[src/rtl/exe_stage_pkg.sv]
// Shared encodings, bundle widths and the combinational ALU used by the execute stage.
package exe_stage_pkg;

    localparam int ALU_OP_W   = 12;
    localparam int ALU_DATA_W = 76;
    localparam int FWD_W      = 39;
    localparam int RF_ALL_W   = 6;
    localparam int DIV_OP_W   = 4;

    // One-hot bit positions inside alu_op
    localparam int ALU_ADD  = 0;
    localparam int ALU_SUB  = 1;
    localparam int ALU_SLT  = 2;
    localparam int ALU_SLTU = 3;
    localparam int ALU_AND  = 4;
    localparam int ALU_NOR  = 5;
    localparam int ALU_OR   = 6;
    localparam int ALU_XOR  = 7;
    localparam int ALU_SLL  = 8;
    localparam int ALU_SRL  = 9;
    localparam int ALU_SRA  = 10;
    localparam int ALU_LUI  = 11;

    // One-hot bit positions inside div_op
    localparam int DIV_W  = 0;
    localparam int MOD_W  = 1;
    localparam int DIV_WU = 2;
    localparam int MOD_WU = 3;

    typedef struct packed {
        logic        res_from_mem;
        logic        rf_we;
        logic [4:0]  rf_waddr;
        logic [31:0] result;
    } fwd_t;

    // src2 already carries the shifted immediate for lui, so lui passes it through.
    function automatic logic [31:0] alu_calc(input logic [ALU_OP_W-1:0] op,
                                             input logic [31:0] a,
                                             input logic [31:0] b);
        logic [31:0] r;
        r = '0;
        if (op[ALU_ADD])  r = r | (a + b);
        if (op[ALU_SUB])  r = r | (a - b);
        if (op[ALU_SLT])  r = r | {31'd0, ($signed(a) < $signed(b))};
        if (op[ALU_SLTU]) r = r | {31'd0, (a < b)};
        if (op[ALU_AND])  r = r | (a & b);
        if (op[ALU_NOR])  r = r | ~(a | b);
        if (op[ALU_OR])   r = r | (a | b);
        if (op[ALU_XOR])  r = r | (a ^ b);
        if (op[ALU_SLL])  r = r | (a << b[4:0]);
        if (op[ALU_SRL])  r = r | (a >> b[4:0]);
        if (op[ALU_SRA])  r = r | $unsigned($signed(a) >>> b[4:0]);
        if (op[ALU_LUI])  r = r | b;
        return r;
    endfunction

endpackage

[src/rtl/exe_stage_div.sv]
// 32-iteration restoring divider working on magnitudes; signs and the
// divide-by-zero result are applied on the output side.
// done flags the final iteration; q/r are valid from the following cycle until the next start.
module div_unit (
    input  logic        clk,
    input  logic        resetn,
    input  logic        start,
    input  logic        signed_op,
    input  logic [31:0] a,
    input  logic [31:0] b,
    output logic        busy,
    output logic        done,
    output logic [31:0] q,
    output logic [31:0] r
);

    logic [5:0]  cnt_q, cnt_d;
    logic [31:0] rem_q, rem_d;
    logic [31:0] quo_q, quo_d;
    logic [31:0] dvs_q, dvs_d;
    logic [31:0] dividend_q, dividend_d;
    logic        q_neg_q, q_neg_d;
    logic        r_neg_q, r_neg_d;
    logic        dz_q, dz_d;
    logic [32:0] shifted;
    logic [32:0] trial;

    assign busy = (cnt_q != 6'd0);
    assign done = busy && (cnt_q == 6'd1);

    // Load magnitudes on start, otherwise one shift/subtract step per busy cycle.
    always_comb begin
        cnt_d      = cnt_q;
        rem_d      = rem_q;
        quo_d      = quo_q;
        dvs_d      = dvs_q;
        dividend_d = dividend_q;
        q_neg_d    = q_neg_q;
        r_neg_d    = r_neg_q;
        dz_d       = dz_q;
        shifted    = {rem_q, quo_q[31]};
        trial      = shifted - {1'b0, dvs_q};
        if (start) begin
            cnt_d      = 6'd32;
            rem_d      = '0;
            quo_d      = (signed_op && a[31]) ? (~a + 32'd1) : a;
            dvs_d      = (signed_op && b[31]) ? (~b + 32'd1) : b;
            dividend_d = a;
            q_neg_d    = signed_op && (a[31] ^ b[31]);
            r_neg_d    = signed_op && a[31];
            dz_d       = (b == 32'd0);
        end else if (busy) begin
            cnt_d = cnt_q - 6'd1;
            if (!trial[32]) begin
                rem_d = trial[31:0];
                quo_d = {quo_q[30:0], 1'b1};
            end else begin
                rem_d = shifted[31:0];
                quo_d = {quo_q[30:0], 1'b0};
            end
        end
    end

    // Only the iteration count needs a reset; a cleared count abandons any operation.
    always_ff @(posedge clk) begin
        if (!resetn) cnt_q <= '0;
        else         cnt_q <= cnt_d;
    end

    // Datapath registers
    always_ff @(posedge clk) begin
        rem_q      <= rem_d;
        quo_q      <= quo_d;
        dvs_q      <= dvs_d;
        dividend_q <= dividend_d;
        q_neg_q    <= q_neg_d;
        r_neg_q    <= r_neg_d;
        dz_q       <= dz_d;
    end

    assign q = dz_q ? 32'hFFFF_FFFF : (q_neg_q ? (~quo_q + 32'd1) : quo_q);
    assign r = dz_q ? dividend_q    : (r_neg_q ? (~rem_q + 32'd1) : rem_q);

endmodule

[src/rtl/exe_stage.sv]
// Execute pipeline stage: single-cycle ALU ops, multi-cycle divides, memory request issue.
//  state | meaning
//  IDLE  | no divide in flight; a divide bundle starts the divider from here
//  BUSY  | divider iterating (32 cycles)
//  DONE  | divide result valid, waiting for the bundle to leave
module exe_stage import exe_stage_pkg::*; (
    input  logic                  clk,
    input  logic                  resetn,
    input  logic                  id_to_exe_valid,
    output logic                  exe_allowin,
    input  logic [31:0]           id_pc,
    input  logic [ALU_DATA_W-1:0] id_alu_data_all,
    input  logic [DIV_OP_W-1:0]   id_div_op,
    input  logic                  id_res_from_mem,
    input  logic                  id_mem_we,
    input  logic [31:0]           id_rkd_value,
    input  logic [RF_ALL_W-1:0]   id_rf_all,
    input  logic                  mem_allowin,
    output logic                  exe_valid,
    output logic                  exe_to_mem_valid,
    output logic [31:0]           exe_pc,
    output logic [FWD_W-1:0]      exe_fwd_all,
    output logic                  data_sram_en,
    output logic [3:0]            data_sram_we,
    output logic [31:0]           data_sram_addr,
    output logic [31:0]           data_sram_wdata
);

    localparam logic [1:0] S_IDLE = 2'd0;
    localparam logic [1:0] S_BUSY = 2'd1;
    localparam logic [1:0] S_DONE = 2'd2;

    logic                  exe_valid_q, exe_valid_d;
    logic [1:0]            state_q, state_d;
    logic [31:0]           pc_q, pc_d;
    logic [ALU_OP_W-1:0]   alu_op_q, alu_op_d;
    logic [31:0]           src1_q, src1_d;
    logic [31:0]           src2_q, src2_d;
    logic [DIV_OP_W-1:0]   div_op_q, div_op_d;
    logic                  res_from_mem_q, res_from_mem_d;
    logic                  mem_we_q, mem_we_d;
    logic [31:0]           rkd_q, rkd_d;
    logic [RF_ALL_W-1:0]   rf_all_q, rf_all_d;

    logic        is_div, exe_ready_go, depart;
    logic        div_start, div_signed, div_busy, div_done;
    logic [31:0] div_q, div_r, alu_result, result;
    fwd_t        fwd;

    assign is_div           = |div_op_q;
    assign exe_ready_go     = !is_div || (state_q == S_DONE);
    assign exe_valid        = exe_valid_q;
    assign exe_allowin      = !exe_valid_q || (exe_ready_go && mem_allowin);
    assign exe_to_mem_valid = exe_valid_q && exe_ready_go;
    assign depart           = exe_to_mem_valid && mem_allowin;
    assign div_start        = exe_valid_q && is_div && (state_q == S_IDLE);
    assign div_signed       = div_op_q[DIV_W] | div_op_q[MOD_W];

    // Pipeline handshake and bundle capture
    always_comb begin
        exe_valid_d    = exe_valid_q;
        pc_d           = pc_q;
        alu_op_d       = alu_op_q;
        src1_d         = src1_q;
        src2_d         = src2_q;
        div_op_d       = div_op_q;
        res_from_mem_d = res_from_mem_q;
        mem_we_d       = mem_we_q;
        rkd_d          = rkd_q;
        rf_all_d       = rf_all_q;
        if (exe_allowin) exe_valid_d = id_to_exe_valid;
        if (id_to_exe_valid && exe_allowin) begin
            pc_d           = id_pc;
            alu_op_d       = id_alu_data_all[75:64];
            src1_d         = id_alu_data_all[63:32];
            src2_d         = id_alu_data_all[31:0];
            div_op_d       = id_div_op;
            res_from_mem_d = id_res_from_mem;
            mem_we_d       = id_mem_we;
            rkd_d          = id_rkd_value;
            rf_all_d       = id_rf_all;
        end
    end

    // Divide sequencing; a departing bundle always returns to IDLE so a
    // bundle captured on the same edge starts fresh.
    always_comb begin
        state_d = state_q;
        case (state_q)
            S_IDLE: if (div_start)              state_d = S_BUSY;
            S_BUSY: if (div_done || !div_busy)  state_d = S_DONE;
            S_DONE: if (depart)                 state_d = S_IDLE;
            default:                            state_d = S_IDLE;
        endcase
    end

    // Control flops with synchronous reset
    always_ff @(posedge clk) begin
        if (!resetn) begin
            exe_valid_q <= 1'b0;
            state_q     <= S_IDLE;
        end else begin
            exe_valid_q <= exe_valid_d;
            state_q     <= state_d;
        end
    end

    // Bundle datapath registers, don't-care out of reset
    always_ff @(posedge clk) begin
        pc_q           <= pc_d;
        alu_op_q       <= alu_op_d;
        src1_q         <= src1_d;
        src2_q         <= src2_d;
        div_op_q       <= div_op_d;
        res_from_mem_q <= res_from_mem_d;
        mem_we_q       <= mem_we_d;
        rkd_q          <= rkd_d;
        rf_all_q       <= rf_all_d;
    end

    div_unit u_div (
        .clk       (clk),
        .resetn    (resetn),
        .start     (div_start),
        .signed_op (div_signed),
        .a         (src1_q),
        .b         (src2_q),
        .busy      (div_busy),
        .done      (div_done),
        .q         (div_q),
        .r         (div_r)
    );

    // Result select and output bundles
    always_comb begin
        alu_result = alu_calc(alu_op_q, src1_q, src2_q);
        if (div_op_q[DIV_W] || div_op_q[DIV_WU])      result = div_q;
        else if (div_op_q[MOD_W] || div_op_q[MOD_WU]) result = div_r;
        else                                          result = alu_result;
        fwd.res_from_mem = res_from_mem_q;
        fwd.rf_we        = rf_all_q[5] && exe_valid_q && exe_ready_go;
        fwd.rf_waddr     = rf_all_q[4:0];
        fwd.result       = result;
    end

    assign exe_pc          = pc_q;
    assign exe_fwd_all     = fwd;
    assign data_sram_en    = depart && (res_from_mem_q || mem_we_q);
    assign data_sram_we    = {4{data_sram_en && mem_we_q}};
    assign data_sram_addr  = alu_result;
    assign data_sram_wdata = rkd_q;

endmodule

[config.mk]
export PLATFORM = sky130hd
export DESIGN_NAME = exe_stage
export DESIGN_NICKNAME = d
export VERILOG_FILES = /design/src/rtl/exe_stage_pkg.sv /design/src/rtl/exe_stage_div.sv /design/src/rtl/exe_stage.sv
export SDC_FILE = /design/constraint.sdc
export NUM_CORES = 1
export LEC_CHECK = 0
export BUFFER_PORTS_ARGS = -buffer_cell sky130_fd_sc_hd__buf_2
export CAP_MARGIN = 10
export CORE_ASPECT_RATIO = 1.1
export CORE_MARGIN = 3
export CORE_UTILIZATION = 35
export DETAILED_ROUTE_END_ITERATION = 12
export PLACE_DENSITY = 0.51
export REMOVE_ABC_BUFFERS = 1
export SYNTH_ARGS = -nofsm -noshare
export SYNTH_HDL_FRONTEND = slang
export SYNTH_SLANG_ARGS = --single-unit
[constraint.sdc]
create_clock -name clk -period 5.7 [get_ports clk]
set_input_delay 0.285 -clock clk [delete_from_list [all_inputs] [get_ports clk]]
set_output_delay 0.285 -clock clk [all_outputs]
set_load 0.01 [all_outputs]
==> qor.txt <==
Final core area utilization = 42.9%
Violation count after the first detailed-route iteration = 2248
Proportion of layout cells with a drive suffix above 1 = 15.8%
Portion of the post-synthesis area used by sequential elements = 34.7%
WS Path Type = register to output port
Area of the core = 0.0679 mm^2
Number of synthesized flops with an enable pin = 251
Critical path startpoint category = register
Avg Cell Area, Syn = 8.82 um^2
IO Count = 299
Biggest area contributors in the synthesized netlist = sky130_fd_sc_hd__edfxtp_1 31%, sky130_fd_sc_hd__ha_1 7.0%, sky130_fd_sc_hd__mux2i_1 5.1%
Area of the mapped netlist = 0.0241 mm^2
Pre-antenna DRT Iters = 7
Worst min path class = input pin to register
HPWL after detailed placement = 78.1 mm
Horiz. Die Dim = 256 um
Diode insertion count for antenna repair = 0
Floorplan row count = 100
Total global-route track usage = 27.2%
Leftover overflow at the end of global routing = 0
Areal power density over the cells = 352 mW/mm^2
Run status = completed
Buffer levels on the longest clock path = 3
Total number of yosys warnings = 0
Setup skew after layout = 20.1 ps
Average wire per standard cell = 25.3 um
CTS sink cnt = 292
Number of vias after detailed routing = 23200
Max-slew violation count = 0
Clock Latency Late Sink = 560 ps
First-pass GRT wire length = 149 mm
Fmax achieved = 187 MHz
Number of design rule violations left after detail routing = 0
Final setup fails = 0
Critical path peak fanout = 21
Clock transition at the register clock pins on the worst setup and hold paths after CTS = 60 ps
Max rail drop VDD = 0.000231 V
Async set-or-reset flop fraction in the synthesized netlist = 0%
Die Height = 281 um
Post-route antenna net violation count = 0
Top cells by instance count after synthesis = 251 x sky130_fd_sc_hd__edfxtp_1, 245 x sky130_fd_sc_hd__nor2_1, 232 x sky130_fd_sc_hd__nand2_1
Placed standard-cell area = 0.0264 mm^2
Total routed wirelength = 102 mm
Required time worst endpoint = 5410 ps
Antenna violations before repair = 2
Flops & latches, synth = 292
Clock buffers created by TritonCTS = 37
Deepest level of the CTS H-tree = 2
Number of global-route vias before repair = 23000
Transition at the pin with the smallest max-transition slack = 1060 ps
Number of cells produced by synthesis = 2728
Post-synth cell types = 82
Final critical-path required period = 5350 ps
Relative area change from synthesis to final layout = 21.2%
Normalized max-slew margin = 29.3%
Die area = 0.0720 mm^2
Final design area excluding fillers = 0.0292 mm^2
Clock tree from TritonCTS = yes
Unrepaired setup endpoints after global routing = no
Final-stage net count = 3377
Port Buffers = 298
Top-area cell type share of the netlist area = 31.3%
Worst Setup End Kind = output port
Setup slack of the most critical reg-to-reg path = 1410 ps
Drt via density = 5.77
Library cell with the highest instance count after synthesis = sky130_fd_sc_hd__edfxtp_1
CTS root buffer = sky130_fd_sc_hd__clkbuf_16
Routability congestion estimate from global placement = 1.01
Data arrival time of the critical path = 5070 ps
Share of the clock period used by the worst path = 93.9%
Pin count of the biggest net entering global routing = 92
Cell type contributing the most total cell area after synthesis = sky130_fd_sc_hd__edfxtp_1
Dominant synthesized flop cell = sky130_fd_sc_hd__edfxtp_1
Count of final hold-check violations = 0
Max-capacitance violation count = 0
Starting Density = 35.4%
Leak pwr = 11.7 nW
Number of filler cells placed in the layout = 6761
[where the power goes]
part           total (W)  switching, W  internal (W)
combinational    0.00462       0.00276       0.00186
clock            0.00233      0.000950       0.00138
sequential       0.00332      0.000486       0.00284
total             0.0103       0.00420       0.00607
[per-stage QoR]
stage / worst slack, ps / hold slack (ps) / TNS [ps] / std cells / power (W)
final: 348 / 119 / 0 / 4028 / 0.0103
after global routing: 132 / 120 / 0 / 4028 / 0.0109
after CTS: 210 / 82.4 / 0 / 4028 / 0.0103
after detailed placement: 810 / 463 / 0 / 3808 / 0.00785
after global placement: 913 / 461 / 0 / 3808 / 0.00782
after floorplan: -754 / 384 / -44840 / 2523 / 0.00643
[critical path: stages (launching register included)]
cell and delay (ps):
sky130_fd_sc_hd__edfxtp_1 650, sky130_fd_sc_hd__inv_1 600, sky130_fd_sc_hd__buf_4 410, sky130_fd_sc_hd__a211o_1 130, sky130_fd_sc_hd__o21ai_0 160, sky130_fd_sc_hd__mux2i_1 450
sky130_fd_sc_hd__o21ai_0 300, sky130_fd_sc_hd__a22oi_1 290, sky130_fd_sc_hd__o2111ai_1 130, sky130_fd_sc_hd__a221oi_1 450, sky130_fd_sc_hd__o21ai_0 340, sky130_fd_sc_hd__a221o_1 450
sky130_fd_sc_hd__buf_2 150
[path summary, 6_finish.rpt]
| path | start | to | cells past startpoint |
|---|---|---|---|
| worst max register to register | u_div.quo_q[31] | u_div.rem_q[3] | 13 |
| worst min register to register | u_div.cnt_q[1] | u_div.cnt_q[1] | 2 |
| worst max-delay path | src2_q[0] | exe_fwd_all[18] | 12 |
| worst min-delay path | mem_allowin | exe_valid | 4 |
[cell type report]
class | instances | area [um^2] | share of cell area [%]
clock inverter | 22 | 224 | 0.768
sequential | 292 | 8360 | 28.7
timing repair buffer | 521 | 3600 | 12.3
inverter | 150 | 563 | 1.93
clock buffer | 44 | 952 | 3.27
tap | 918 | 1150 | 3.94
multi-input combinational | 2081 | 14300 | 49.1
[what timing repair did]
action,4_1_cts,5_1_grt
endpoints found under the hold margin,156,0
hold buffers,154,0
setup buffers,0,0
resized for setup,0,1
endpoints found under the setup margin,0,1
[sequential cells by signal (all words and copies together) (netlist names)]
signal / count
u_div.dvs_q: 32
u_div.rem_q: 32
state_q: 2
exe_pc: 32
src1_q: 32
rf_all_q: 6
u_div.cnt_q: 6
exe_valid: 1
u_div.r_neg_q: 1
alu_op_q: 12
mem_we_q: 1
data_sram_wdata: 32
res_from_mem_q: 1
u_div.dz_q: 1
u_div.dividend_q: 32
src2_q: 32
u_div.quo_q: 32
div_op_q: 4
u_div.q_neg_q: 1
[logic make-up (layout without fill, tap and decap cells)]
group / after synthesis / count (layout) / share of synthesized area [%]
buffers and inverters: 355 / 737 / 5.98
AO/OA/AOI/OAI: 861 / 861 / 23.3
AND/OR/NAND/NOR: 737 / 737 / 13.9
multiplexers: 168 / 168 / 8.39
XOR/XNOR: 177 / 177 / 6.44
adder cells (fa/ha/maj): 138 / 138 / 7.27
flip-flops: 292 / 292 / 34.7
[placed cells by master, fill, tap and decap left out, types with 29 or more instances in the layout]
master / count
sky130_fd_sc_hd__a21o_1: 37
sky130_fd_sc_hd__a21oi_1: 227
sky130_fd_sc_hd__a222oi_1: 29
sky130_fd_sc_hd__a31oi_1: 31
sky130_fd_sc_hd__buf_2: 298
sky130_fd_sc_hd__buf_4: 65
sky130_fd_sc_hd__clkbuf_16: 37
sky130_fd_sc_hd__dfxtp_1: 41
sky130_fd_sc_hd__dlygate4sd3_1: 154
sky130_fd_sc_hd__edfxtp_1: 251
sky130_fd_sc_hd__ha_1: 135
sky130_fd_sc_hd__inv_1: 145
sky130_fd_sc_hd__mux2i_1: 123
sky130_fd_sc_hd__nand2_1: 232
sky130_fd_sc_hd__nand3_1: 50
sky130_fd_sc_hd__nor2_1: 244
sky130_fd_sc_hd__nor3_1: 47
sky130_fd_sc_hd__o211ai_1: 32
sky130_fd_sc_hd__o21ai_0: 197
sky130_fd_sc_hd__o31ai_1: 39
sky130_fd_sc_hd__xnor2_1: 135
sky130_fd_sc_hd__xor2_1: 41
[layer usage]
layer	wire length, um	global-route usage (%)
met5	13	0
met4	3860	9.97
met3	6220	3.84
met2	48800	46.6
met1	42900	35.0
Power figures use the tool's default switching activity.
